==> config.mk <==
export PLATFORM = sky130hd
export DESIGN_NAME = chan_scan_mux
export DESIGN_NICKNAME = d
export VERILOG_FILES = /design/src/rtl/chan_scan_mux.sv
export SDC_FILE = /design/constraint.sdc
export NUM_CORES = 1
export LEC_CHECK = 0
export CORE_ASPECT_RATIO = 0.5
export CORE_MARGIN = 2
export CORE_UTILIZATION = 30
export CTS_BUF_LIST = sky130_fd_sc_hd__clkbuf_4 sky130_fd_sc_hd__clkbuf_8 sky130_fd_sc_hd__clkbuf_16
export DETAILED_ROUTE_END_ITERATION = 7
export PLACE_DENSITY_LB_ADDON = 0.1
export REMOVE_ABC_BUFFERS = 1
export SETUP_SLACK_MARGIN = 0.3
export SLEW_MARGIN = 10
export SYNTH_ARGS = -nofsm -noshare
export SYNTH_HDL_FRONTEND = slang
export SYNTH_SLANG_ARGS = --single-unit
==> constraint.sdc <==
create_clock -name clk -period 3.1 [get_ports clk]
set_input_delay 0.62 -clock clk [delete_from_list [all_inputs] [get_ports clk]]
set_output_delay 0.62 -clock clk [all_outputs]
set_load 0.01 [all_outputs]
==> src/rtl/chan_scan_mux.sv <==
// chan_scan_mux: registered N-way channel selector with manual select and
// timed auto-scan. In scan mode each channel is presented for DWELL cycles
// and a one-cycle wrap pulse marks the return from the last channel to 0.
module chan_scan_mux #(
    parameter int WIDTH    = 32,
    parameter int CHANNELS = 8,
    parameter int SEL_W    = 3,
    parameter int DWELL    = 4
) (
    input  logic                      clk,
    input  logic                      rst,
    input  logic                      mode,
    input  logic [SEL_W-1:0]          s,
    input  logic                      hold,
    input  logic [CHANNELS*WIDTH-1:0] din,
    output logic [WIDTH-1:0]          o,
    output logic [SEL_W-1:0]          ch,
    output logic [CHANNELS-1:0]       en,
    output logic                      wrap
);

    // The dwell counter is wide enough for the largest legal DWELL (65535).
    localparam int                CNT_W      = 16;
    localparam logic [SEL_W:0]    CHAN_N     = (SEL_W+1)'(CHANNELS);
    localparam logic [SEL_W-1:0]  LAST_CH    = SEL_W'(CHANNELS - 1);
    localparam logic [CNT_W-1:0]  DWELL_LAST = CNT_W'(DWELL - 1);

    logic [WIDTH-1:0]    din_arr [CHANNELS];

    logic [SEL_W-1:0]    ch_q, ch_d;
    logic [CNT_W-1:0]    cnt_q, cnt_d;
    logic [WIDTH-1:0]    o_q, o_d;
    logic [CHANNELS-1:0] en_q, en_d;
    logic                wrap_q, wrap_d;

    // Unpack the flattened channel bus so the data mux is a plain array index.
    for (genvar k = 0; k < CHANNELS; k++) begin : g_unpack
        assign din_arr[k] = din[k*WIDTH +: WIDTH];
    end

    // Next-state: pick the channel (manual load or scan advance), then derive
    // the data word and one-hot enable from that same next channel.
    always_comb begin
        // NOTE: every signal gets a default first so no path through the
        // branches below leaves one unassigned and infers a latch.
        ch_d   = ch_q;
        cnt_d  = cnt_q;
        wrap_d = 1'b0;
        en_d   = '0;

        if (!mode) begin
            // Manual: out-of-range selects keep the current channel.
            cnt_d = '0;
            if ({1'b0, s} < CHAN_N) begin
                ch_d = s;
            end
        end else if (!hold) begin
            if (cnt_q == DWELL_LAST) begin
                cnt_d = '0;
                if (ch_q == LAST_CH) begin
                    ch_d   = '0;
                    wrap_d = 1'b1;
                end else begin
                    ch_d = ch_q + 1'b1;
                end
            end else begin
                cnt_d = cnt_q + 1'b1;
            end
        end

        // Data and enable follow ch_d so o always matches the ch it lands with.
        o_d        = din_arr[ch_d];
        en_d[ch_d] = 1'b1;
    end

    // State registers with synchronous reset to channel 0.
    always_ff @(posedge clk) begin
        // NOTE: non-blocking assignments here so every flop samples the
        // pre-edge values, independent of statement order.
        if (rst) begin
            ch_q   <= '0;
            cnt_q  <= '0;
            o_q    <= '0;
            en_q   <= CHANNELS'(1);
            wrap_q <= 1'b0;
        end else begin
            ch_q   <= ch_d;
            cnt_q  <= cnt_d;
            o_q    <= o_d;
            en_q   <= en_d;
            wrap_q <= wrap_d;
        end
    end

    assign o    = o_q;
    assign ch   = ch_q;
    assign en   = en_q;
    assign wrap = wrap_q;

endmodule

---- Word level (Yosys, flattened, before mapping) ----
Cells that the tools add are included.
cells by class
  $add $sub $neg .......................... 2
  order comparisons ....................... 3
  eq/ne operators ......................... 2
  muxes and demuxes ....................... 11
  bitwise logic cells ..................... 3
  reductions and logical operators ........ 3
operator list
  operator               count
  $bmux 32 s3            1
  $mux 32                2
  $add 16x1->16 const B  1
  $eq 16x2->1 const B    1
  $mux 16                1
  $mux 3                 4
  $ge 4x4->1 const B     1
  $lt 3x4->1 const B     1
  $not 3->4              1
  $reduce_or 4->1        1
  $add 3x1->3 const B    1
  $demux 1 s3            1
  $eq 3x3->1 const B     1
  $ge 3x1->1 const B     1
  $mux 1                 2
  $not 1->1              2
  $reduce_or 2->1        1
  $logic_and 1x1->1      1
word-level totals
  register bits ........................... 60
  input bits .............................. 263
  output and inout port bits .............. 44

---- Depth between registers and ports, before layout ----
  depth after elaboration ................. 9
  gate-level depth with buffers ........... 10
  gate-level depth less buffers ........... 8

---- Least setup slack after synthesis ----
OpenSTA, ideal clock, no wires.
  path kind ............................... input to register
  start ................................... in hold
  end ..................................... reg o_q[3] (netlist: o[3])
  setup time .............................. 0.117 ns
  arrival ................................. 2.272 ns
  data required time ...................... 2.983 ns
  setup slack ............................. 0.711 ns
  cell stages on the path ................. 8
  buffers on the path ..................... 2
  cell sequence ........................... nor4b_4 -> a41oi_2 -> a211oi_4 -> buf_12 -> buf_8 -> mux2i_1 -> mux2i_1 -> a22o_1
on the way
  cells in the longest elaborated chain, start to end .. 6
ends and longest elaborated chain
  what                                         RTL line  RTL
  from (decl)                                  14        input logic hold,
  $mux 3                                       57        end else if (!hold) begin
  $mux 3                                       51        if (!mode) begin
  $not 3->4 (not written as such)              72        o_d = din_arr[ch_d];
  $bmux 32 s3                                  72
  $mux 32 (not written as such) (2 in series)  72
  to (signal assigned)                         83        o_q <= '0;
  to (signal assigned)                         89        o_q <= o_d;
  to (decl)                                    32        logic [WIDTH-1:0] o_q, o_d;
No other way between the ends. The select of a mux whose other input is x is not followed.
A chain may end at the register's enable or synchronous reset.

---- Final worst setup path ----
  start ................................... in hold
  end ..................................... reg o_q[6] (netlist: o[6])
The elaborated chain is that of the path after synthesis.

==> run metrics <==
slew of the pin with the lowest slew margin=0.544 ns; buffer cell driving the clock tree root=sky130_fd_sc_hd__clkbuf_16; final core utilization=56.7%; Final Critical Period=2.67 ns; die extent in x=176 um; Clk Latency, worst-skew pair=approximately 0.33 ns; number of clock sinks=60; Setup CP Type=in -> reg; EDFF count, synth=0; power density of the placed cells=376 mW/mm^2; Synth Warn #=0; fmax=around 370 MHz; worst hold path endpoint=cnt_q[12]; Slew Limit Fails=0; post-layout total power=3.09 mW; setup slack on the worst flop-to-flop path=0.59 ns; gpl congestion=0.811; count of pins on the block boundary=307; FF/Latch Area=0.00120 mm^2; first-pass GRT wire length=23200 um; number of clock buffers inserted by TritonCTS=9; count of endpoints failing setup in the final report=0; startpoint kind of the worst setup timing path=input pin; critical path capture point type=register; total leakage power=roughly 3.5 nW; Inserted Diodes=0; TritonCTS clock tree=done; die extent in y=between 90 and 100 um; worst hold path cell count=2; first-pass iteration count of the detailed router=4; quantity of hold-fixing buffers added after cts=0; Synth Register Bits=60; Crit Reg-Reg Startpoint=cnt_q[0]; final design instance area without fill=slightly above 0.008 mm^2; area of combinational cells with multiple inputs=just under 0.003 mm^2; class of the tightest hold or removal check=reg -> reg; DR iter-0 viols=68; Max rail drop VDD=320 uV; end of the worst register-to-register path=o[6]; count of cells along the worst register-to-register path=10; buffer depth of the longest clock path=2; CP Data Required Time=3.32 ns; worst hold path startpoint=cnt_q[12]; number of unique standard cell types used by synthesis=38; primary flip-flop cell chosen by synthesis mapping=sky130_fd_sc_hd__dfxtp_1; number of instances in the synthesized netlist=419; share of cells above drive strength 1=8.43%; final-stage net count=1008; setup repair after global routing missed its margin=false; overall die area=0.0158 mm^2; Remaining Overflow, GRT=0; Placeable Area=approximately 0.014 mm^2; cell area reported after detailed placement=0.00783 mm^2; max-slew headroom at the worst pin=between 60 and 70%; setup TNS after final layout=0 ns; count of port buffers added during placement=approximately 300; number of global-route vias before repair=approximately 4500; number of design rule violations left after detail routing=0; H-tree lvl count=3; maximum number of pins on one net before global-route repair=31; Max-cap violations=0; overall via count from detail_route=4351; HPWL Detailed=12600 um; syn_area_per_cell=10.6 um^2; Fin. Hold Viols=0; vias per cell=~4.6; dominant cell type by area after synthesis=sky130_fd_sc_hd__mux2i_1; run status=finished, final reports clean; initial core utilization=30.7%; Period Utilization, post-route=86.2%; antenna violations before repair=0; proportion of synthesized chip area in sequential cells=between 20% and 30%; DRT antenna net count=0; detailed-route wire length per cell=16.2 um; share of the synthesized area in the top cell type=43.5%; std cell rows=31; synthesized cell area=0.00444 mm^2; Layout Skew=0.00587 ns; total wire length=15300 um; critical-path maximum fanout=15; Reg clk slew, reported paths=~0.060 ns; arrival time worst endpoint=slightly below 3 ns; number of fill cells in the layout=1293; dominant cells by area after synthesis=sky130_fd_sc_hd__mux2i_1 (44%), sky130_fd_sc_hd__dfxtp_1 (27%), sky130_fd_sc_hd__a22o_1 (6.3%); global routing usage summed across all routing layers=about a fifth; area growth from synthesis to layout=84.9%; async set-reset flop share out of synthesis=0%
cell type report:
type	instances	share of cell area (%)
well taps	198	3.02
clock buffers	10	2.83
multi-input cells	324	35.6
clock inverters	6	1.37
inverters	3	0.137
repair buffers	344	42.4
flip-flops and latches	60	14.6
stage by stage:
stage | std cells | setup slack, ns | hold WS, ns
6_report | 945 | 0.428 | 0.544
5_1_grt | 945 | 0.312 | 0.572
4_1_cts | 943 | 0.317 | 0.544
3_5_place_dp | 927 | -0.0209 | 0.537
3_3_place_gp | 927 | 0.0286 | 0.529
2_1_floorplan | 387 | -6.05 | 0.504
per-layer routing:
metal	vias up	global-route usage, %	routed length (um)
met5	-	0	0
met4	0	4.96	244
met3	18	3.85	609
met2	97	36.7	8410
met1	2038	20.1	6020
li1	2198	-	-
where the power goes:
group | switching (mW) | internal [mW] | total (mW)
combinational | 0.377 | 0.690 | 1.07
sequential | 0.0182 | 0.835 | 0.853
clock | 0.374 | 0.795 | 1.17
total | 0.769 | 2.32 | 3.09
cell usage in the layout (no fill, tap or decap), drive strengths merged, types with 4 or more instances in the layout:
cell type and count:
buf 37, xor2 7, nor2 28, clkbuf 11
nor2b 6, clkdlybuf4s50 306, nor3 4, mux2i 193
a22o 32, dfxtp 60, and3 6, nand2 4
nand3 5, xnor2 6
worst max-delay path by stage:
stage	start	endpoint	depth (start not counted)
after floorplan	hold	o[7]	6
after global placement	hold	o[0]	9
after detailed placement	hold	o[6]	9
after CTS	hold	o[6]	9
after global routing	hold	o[6]	10
final	hold	o[6]	10
state kept, by name, indices dropped and copies added, names as in the netlist:
name	count
o	32
cnt_q	16
en	8
ch	3
wrap	1
cell usage after synthesis (2+ instances only):
cell type	n
sky130_fd_sc_hd__ha_1	3
sky130_fd_sc_hd__a22o_1	32
sky130_fd_sc_hd__clkbuf_1	2
sky130_fd_sc_hd__nand4_1	3
sky130_fd_sc_hd__and3_1	6
sky130_fd_sc_hd__a211oi_4	2
sky130_fd_sc_hd__nor3_1	4
sky130_fd_sc_hd__inv_1	3
sky130_fd_sc_hd__nand3_1	5
sky130_fd_sc_hd__o21ai_0	3
sky130_fd_sc_hd__dfxtp_1	60
sky130_fd_sc_hd__nor4_4	3
sky130_fd_sc_hd__nand2b_1	3
sky130_fd_sc_hd__nor2b_1	6
sky130_fd_sc_hd__a21oi_1	2
sky130_fd_sc_hd__buf_12	5
sky130_fd_sc_hd__nand2_1	4
sky130_fd_sc_hd__mux2i_1	193
sky130_fd_sc_hd__and4_1	2
sky130_fd_sc_hd__xnor2_1	6
sky130_fd_sc_hd__buf_2	12
sky130_fd_sc_hd__or3_1	2
sky130_fd_sc_hd__buf_6	2
sky130_fd_sc_hd__nor2_1	28
sky130_fd_sc_hd__buf_4	4
sky130_fd_sc_hd__xor2_1	7
sky130_fd_sc_hd__buf_8	6
kinds of logic (layout without fill, tap and decap cells):
group                    count (synthesis)  after routing  share of synthesized area, %
multiplexers                           194            194                          43.9
AND/OR/NAND/NOR                         68             68                          9.05
flip-flops                              60             60                          27.1
AO/OA/AOI/OAI                           46             46                          9.22
buffers and inverters                   35            363                          7.41
XOR/XNOR                                13             13                          2.56
adder cells (fa/ha/maj)                  3              3                         0.846
worst max-delay path: stages:
cell,delay (ns)
sky130_fd_sc_hd__clkdlybuf4s50_1,0.53
sky130_fd_sc_hd__nor4b_4,0.07
sky130_fd_sc_hd__buf_4,0.14
sky130_fd_sc_hd__and4_1,0.23
sky130_fd_sc_hd__a211oi_4,0.34
sky130_fd_sc_hd__buf_12,0.21
sky130_fd_sc_hd__buf_4,0.17
sky130_fd_sc_hd__mux2i_1,0.22
sky130_fd_sc_hd__mux2i_1,0.11
sky130_fd_sc_hd__a22o_1,0.23
repair_timing:
action | 4_1_cts | 5_1_grt
endpoints found under the setup margin | 0 | 17
setup buffers | 0 | 1
gates resized for setup | 0 | 1
hold endpoints to repair | 0 | 0
Note: power is estimated with default switching activity, not from simulation.
